### src/rtl/output_sched_pkg.sv
// output_sched_pkg
//   Shared types and constants for the output bank scheduler.
//   - sched_state_e          : scheduler FSM state encoding
//   - TIMEOUT_CYCLES_DEFAULT : default fetch watchdog limit in clock cycles
package output_sched_pkg;

    typedef enum logic [1:0] {
        IDLE  = 2'd0,
        RUN   = 2'd1,
        DRAIN = 2'd2
    } sched_state_e;

    localparam logic [15:0] TIMEOUT_CYCLES_DEFAULT = 16'd4096;

endpackage

### src/rtl/output_sched_watchdog.sv
// output_sched_watchdog
//   16-bit saturating cycle counter that bounds how long a fetch may run.
//   Ports:
//     clock    in  : rising-edge clock
//     reset_n  in  : asynchronous active-low reset
//     clear    in  : synchronous clear to zero (has priority over count_en)
//     count_en in  : increment by one this cycle (saturates at 16'hFFFF)
//     terminal out : count_en high and count has reached TIMEOUT_CYCLES-1
module output_sched_watchdog
    import output_sched_pkg::*;
#(
    parameter logic [15:0] TIMEOUT_CYCLES = TIMEOUT_CYCLES_DEFAULT
) (
    input  logic clock,
    input  logic reset_n,
    input  logic clear,
    input  logic count_en,
    output logic terminal
);

    logic [15:0] count_q;
    logic [15:0] count_d;

    always_comb begin
        count_d = count_q;
        if (clear) begin
            count_d = '0;
        end else if (count_en && (count_q != 16'hFFFF)) begin
            count_d = count_q + 16'd1;
        end
    end

    always_ff @(posedge clock or negedge reset_n) begin
        if (!reset_n) begin
            count_q <= '0;
        end else begin
            count_q <= count_d;
        end
    end

    // Count value c is present during the (c+1)-th counting cycle, so terminal at
    // TIMEOUT_CYCLES-1 ends the fetch after exactly TIMEOUT_CYCLES counting cycles.
    assign terminal = count_en && (count_q == (TIMEOUT_CYCLES - 16'd1));

endmodule

### src/rtl/output_bank_scheduler.sv
// output_bank_scheduler
//   Ping-pong scheduler between a producer filling two output banks and a fetch
//   engine draining them. Tracks per-bank full flags, launches one fetch per full
//   bank in order, and aborts fetches that exceed TIMEOUT_CYCLES.
//   Ports:
//     clock         in  : rising-edge clock
//     reset_n       in  : asynchronous active-low reset
//     enable        in  : permits launching new fetches
//     wr_bank_done  in  : producer finished filling bank wr_bank (one-cycle pulse)
//     wr_bank       out : bank the producer writes next
//     wr_bank_ready out : bank wr_bank is free (combinational)
//     fetch_start   out : level start to the fetch engine
//     fetch_base    out : bank being fetched
//     fetch_done    in  : level done from fetch engine, held until fetch_start drops
//     frames_out    out : completed frame count, wraps at 8 bits
//     timeout_err   out : sticky, a fetch was aborted by the watchdog
//     overrun_err   out : sticky, wr_bank_done arrived while wr_bank_ready was low
//     busy          out : FSM not in IDLE
module output_bank_scheduler
    import output_sched_pkg::*;
#(
    parameter logic [15:0] TIMEOUT_CYCLES = TIMEOUT_CYCLES_DEFAULT
) (
    input  logic       clock,
    input  logic       reset_n,
    input  logic       enable,
    input  logic       wr_bank_done,
    output logic       wr_bank,
    output logic       wr_bank_ready,
    output logic       fetch_start,
    output logic       fetch_base,
    input  logic       fetch_done,
    output logic [7:0] frames_out,
    output logic       timeout_err,
    output logic       overrun_err,
    output logic       busy
);

    sched_state_e state_q, state_d;
    logic [1:0]   full_q, full_d;
    logic         wr_bank_q, wr_bank_d;
    logic         rd_bank_q, rd_bank_d;
    logic         fetch_start_q, fetch_start_d;
    logic         fetch_base_q, fetch_base_d;
    logic [7:0]   frames_q, frames_d;
    logic         timeout_q, timeout_d;
    logic         overrun_q, overrun_d;
    logic         busy_q, busy_d;
    logic         rd_release;
    logic         wd_terminal;

    output_sched_watchdog #(
        .TIMEOUT_CYCLES (TIMEOUT_CYCLES)
    ) u_watchdog (
        .clock    (clock),
        .reset_n  (reset_n),
        .clear    (state_q == IDLE),
        .count_en (state_q == RUN),
        .terminal (wd_terminal)
    );

    assign wr_bank_ready = !full_q[wr_bank_q];

    always_comb begin
        state_d       = state_q;
        full_d        = full_q;
        wr_bank_d     = wr_bank_q;
        rd_bank_d     = rd_bank_q;
        fetch_start_d = fetch_start_q;
        fetch_base_d  = fetch_base_q;
        frames_d      = frames_q;
        timeout_d     = timeout_q;
        overrun_d     = overrun_q;
        rd_release    = 1'b0;

        unique case (state_q)
            IDLE: begin
                if (enable && full_q[rd_bank_q]) begin
                    state_d       = RUN;
                    fetch_start_d = 1'b1;
                    fetch_base_d  = rd_bank_q;
                end
            end
            RUN: begin
                // Completion is checked first so it wins over a same-cycle expiry.
                if (fetch_done) begin
                    state_d       = DRAIN;
                    fetch_start_d = 1'b0;
                    rd_release    = 1'b1;
                    frames_d      = frames_q + 8'd1;
                end else if (wd_terminal) begin
                    state_d       = DRAIN;
                    fetch_start_d = 1'b0;
                    rd_release    = 1'b1;
                    timeout_d     = 1'b1;
                end
            end
            DRAIN: begin
                if (!fetch_done) begin
                    state_d = IDLE;
                end
            end
            default: begin
                state_d       = IDLE;
                fetch_start_d = 1'b0;
            end
        endcase

        // Write side and read side never hit the same bank: the read bank is full
        // while the accepted write bank is free, so both updates can coexist.
        if (wr_bank_done) begin
            if (wr_bank_ready) begin
                full_d[wr_bank_q] = 1'b1;
                wr_bank_d         = !wr_bank_q;
            end else begin
                overrun_d = 1'b1;
            end
        end

        if (rd_release) begin
            full_d[rd_bank_q] = 1'b0;
            rd_bank_d         = !rd_bank_q;
        end

        busy_d = (state_d != IDLE);
    end

    always_ff @(posedge clock or negedge reset_n) begin
        if (!reset_n) begin
            state_q       <= IDLE;
            full_q        <= 2'b00;
            wr_bank_q     <= 1'b0;
            rd_bank_q     <= 1'b0;
            fetch_start_q <= 1'b0;
            fetch_base_q  <= 1'b0;
            frames_q      <= 8'h00;
            timeout_q     <= 1'b0;
            overrun_q     <= 1'b0;
            busy_q        <= 1'b0;
        end else begin
            state_q       <= state_d;
            full_q        <= full_d;
            wr_bank_q     <= wr_bank_d;
            rd_bank_q     <= rd_bank_d;
            fetch_start_q <= fetch_start_d;
            fetch_base_q  <= fetch_base_d;
            frames_q      <= frames_d;
            timeout_q     <= timeout_d;
            overrun_q     <= overrun_d;
            busy_q        <= busy_d;
        end
    end

    assign wr_bank     = wr_bank_q;
    assign fetch_start = fetch_start_q;
    assign fetch_base  = fetch_base_q;
    assign frames_out  = frames_q;
    assign timeout_err = timeout_q;
    assign overrun_err = overrun_q;
    assign busy        = busy_q;

endmodule

### config.mk
export PLATFORM = sky130hd
export DESIGN_NAME = output_bank_scheduler
export DESIGN_NICKNAME = d
export VERILOG_FILES = /design/src/rtl/output_sched_pkg.sv /design/src/rtl/output_sched_watchdog.sv /design/src/rtl/output_bank_scheduler.sv
export SDC_FILE = /design/constraint.sdc
export NUM_CORES = 1
export LEC_CHECK = 0
export ABC_AREA = 1
export CAP_MARGIN = 20
export CORE_MARGIN = 5
export CORE_UTILIZATION = 50
export CTS_CLUSTER_DIAMETER = 200
export DETAILED_ROUTE_END_ITERATION = 10
export MAX_ROUTING_LAYER = met4
export PLACE_DENSITY = 0.73
export REMOVE_ABC_BUFFERS = 1
export SLEW_MARGIN = 20
export SYNTH_ARGS = -nofsm -noshare
export SYNTH_HDL_FRONTEND = slang
export SYNTH_SLANG_ARGS = --single-unit
### constraint.sdc
create_clock -name clock -period 1.6 [get_ports clock]
set_clock_uncertainty 0.05 [all_clocks]
set_input_delay 0.32 -clock clock [delete_from_list [all_inputs] [get_ports clock]]
set_output_delay 0.32 -clock clock [all_outputs]
set_load 0.02 [all_outputs]
==> metrics.txt <==
arrival time of the worst setup path around 1.7 ns; HPWL Detailed ~2.7 mm; Max Cap Viol 0; antenna violations before repair 0; Routed Antenna Nets 0; drc violations 0; post-layout min period approximately 1.6 ns; starting utilization of the core area between 50% and 60%; global-route wire length before repair 6.57 mm; Max rail drop VDD about 1.3 mV; post-route setup slack approximately 0.0052 ns; number of hold violations in the final report 0; post-route fraction of the period consumed by the critical path approximately 100%; final setup violation count 0; detailed-routing iteration count for the pre-antenna-repair pass 4; placer congestion estimate between 0.8 and 0.9; most used flip-flop cell after synthesis sky130_fd_sc_hd__dfrtp_1; count of cell types in the netlist 27; kind of start point of the critical path flip-flop; worst hold slack across all endpoints a little over 0.4 ns; total number of H-tree levels 2; buffers added on ports 19; run status completed; final global-route overflow total 0; die width around 70 um; top fanout value on the critical path 7; RSZ-0062 raised after global routing true; EDFF count, synth 0; Via Count approximately 1600; Max clock buf depth 2; count of yosys warnings during synthesis 0; type of the tightest min-delay check flip-flop to flip-flop; fraction of registers with async set or reset after synthesis between 90% and 100%; count of nets after finishing 278; Slew @ Worst Pin between 0.2 and 0.3 ns; CP endpoint kind flip-flop; required time of the worst setup path around 1.7 ns; number of instances in the synthesized netlist 228; remaining max-slew budget at the tightest pin 81.0%; cell area after synthesis around 1800 um^2; maximum number of pins on one net before global-route repair 36; Final Max Tran Viols 0; area delta synth->final 31.4%; synthesized area divided by synthesized cell count approximately 8 um^2; site row count 22; count of pins on the block boundary 20; Achievable Freq ~0.63 GHz; Core Footprint roughly 3600 um^2; drt via density approximately 5; fraction of layout instances using a drive strength above 1 about a fifth; sum of routed wire length over all layers 3.91 mm; TritonCTS clock tree yes; antenna cell count 0; clock latency reported for the late side of the worst-skew pair just under 0.3 ns; sequential fraction of the synthesis area between 40% and 50%; clock tree root buffer cell sky130_fd_sc_hd__clkbuf_8; fillcell total just under 300; GRT Util Overall between 10% and 20%; Crit Path Category flip-flop to flip-flop; Reg clk slew, reported paths ~0.080 ns; Leakage Power 1.21 nW; count of state elements after synthesis 35; pre-CTS worst setup slack -0.0201 ns; DIE AREA ~5000 um^2; Clock Sink Count 35; Detailed Route Iter0 Violations between 70 and 80; per-cell routed wire length 12.2 um; number of clock buffers inserted by TritonCTS 5; Die H 70.5 um; vias in the first global route 1508; areal power density over the cells between 1000 and 1500 nW/um^2
[cell usage in the layout (no fill, tap or decap), types with 7 or more instances in the layout]
cell,n
sky130_fd_sc_hd__nand2_1,69
sky130_fd_sc_hd__dfrtp_1,35
sky130_fd_sc_hd__inv_1,21
sky130_fd_sc_hd__nor2_1,18
sky130_fd_sc_hd__nand3_1,14
sky130_fd_sc_hd__dlygate4sd2_1,13
sky130_fd_sc_hd__buf_4,12
sky130_fd_sc_hd__nand2_2,8
sky130_fd_sc_hd__xor2_1,8
sky130_fd_sc_hd__nor2_4,7
[logic make-up after synthesis]
group,synth area share (%)
buffers and inverters,6.02
adder cells (fa/ha/maj),1.37
XOR/XNOR,6.23
AND/OR/NAND/NOR,33.1
flip-flops,47.9
AO/OA/AOI/OAI,5.41
[power by group]
part           internal (mW)  total [mW]  leakage, nW  switching (mW)
registers               1.08        1.25        0.452           0.174
clock network          0.512       0.857       0.0618           0.345
logic                  0.604        1.46        0.694           0.855
total                   2.20        3.57         1.21            1.37
[sequential cells by signal, summed over array words and instances (netlist names)]
name                count
timeout_err             1
u_watchdog.count_q     16
fetch_base              1
state_q                 2
rd_bank_q               1
fetch_start             1
frames_out              8
wr_bank                 1
full_q                  2
busy                    1
overrun_err             1
[layout make-up]
class	instances	area, um^2	share of cell area (%)
clock buffers	6	82.6	3.44
repair buffers	37	332	13.8
multi-input cells	167	920	38.3
well taps	48	60.1	2.50
inverters	25	93.8	3.91
clock inverters	2	38.8	1.61
flip-flops and latches	35	876	36.5
[Yosys cell counts (2+ instances only)]
cell	number	area, um^2
sky130_fd_sc_hd__nand2_1	77	289
sky130_fd_sc_hd__nand3_1	16	80.1
sky130_fd_sc_hd__inv_2	2	7.51
sky130_fd_sc_hd__nor2_2	3	18.8
sky130_fd_sc_hd__a21oi_1	7	35.0
sky130_fd_sc_hd__or2_2	2	12.5
sky130_fd_sc_hd__inv_1	22	82.6
sky130_fd_sc_hd__xor2_1	8	70.1
sky130_fd_sc_hd__dfrtp_1	35	876
sky130_fd_sc_hd__nand4_1	5	31.3
sky130_fd_sc_hd__o21bai_1	2	15.0
sky130_fd_sc_hd__xnor2_1	5	43.8
sky130_fd_sc_hd__nor2_1	22	82.6
sky130_fd_sc_hd__nor2_4	3	33.8
sky130_fd_sc_hd__ha_1	2	25.0
sky130_fd_sc_hd__o21ai_0	3	15.0
sky130_fd_sc_hd__nand3b_1	4	30.0
[final timing paths]
| kind | start | end | slack [ns] | cells after the start |
|---|---|---|---|---|
| setup / recovery | u_watchdog.count_q[1] | u_watchdog.count_q[11] | 0.005 | 10 |
| hold / removal | overrun_err | overrun_err | 0.41 | 1 |
| setup reg to reg | u_watchdog.count_q[1] | u_watchdog.count_q[11] | 0.005 | 10 |
| hold reg to reg | overrun_err | overrun_err | 0.41 | 1 |
| max in group asynchronous | reset_n | u_watchdog.count_q[13] | 0.87 | 3 |
| min in group asynchronous | reset_n | u_watchdog.count_q[5] | 0.46 | 3 |
[per-layer routing]
layer	GRT usage [%]	vias to the layer above	routed length, um
met5	-	-	0
met4	7.23	0	65
met3	4.17	5	111
met2	26.5	27	1970
met1	21.5	755	1750
li1	-	808	-
[through the flow]
step	cell area [um^2]	utilization [%]	total power, mW	setup TNS, ns	instances
after CTS	2300	63.8	3.45	-0.0442	317
after global routing	2400	66.6	3.80	-0.954	320
after floorplan	1810	-	2.02	0	226
after global placement	2170	60.3	2.63	-0.0110	307
after detailed placement	2170	60.3	2.64	-0.0201	307
final	2400	66.6	3.57	0	320
[timing repair]
action | 4_1_cts | 5_1_grt
hold buffers | 1 | 0
gates resized for setup | 17 | 27
hold endpoints to repair | 35 | 0
setup endpoints to repair | 15 | 21
buffers inserted | 1 | 2
gates cloned | 0 | 1
pin swaps | 2 | 11
[worst max-delay path, stage by stage (launching register included)]
cell	delay, ns
sky130_fd_sc_hd__dfrtp_1	0.39
sky130_fd_sc_hd__ha_2	0.19
sky130_fd_sc_hd__nand2_2	0.08
sky130_fd_sc_hd__nor2_2	0.05
sky130_fd_sc_hd__nand2_2	0.11
sky130_fd_sc_hd__nor2_4	0.05
sky130_fd_sc_hd__nor2_4	0.23
sky130_fd_sc_hd__buf_6	0.16
sky130_fd_sc_hd__nand2_2	0.04
sky130_fd_sc_hd__nand3_1	0.07
sky130_fd_sc_hd__nand2_1	0.06
(Power assumes the default switching activity.)
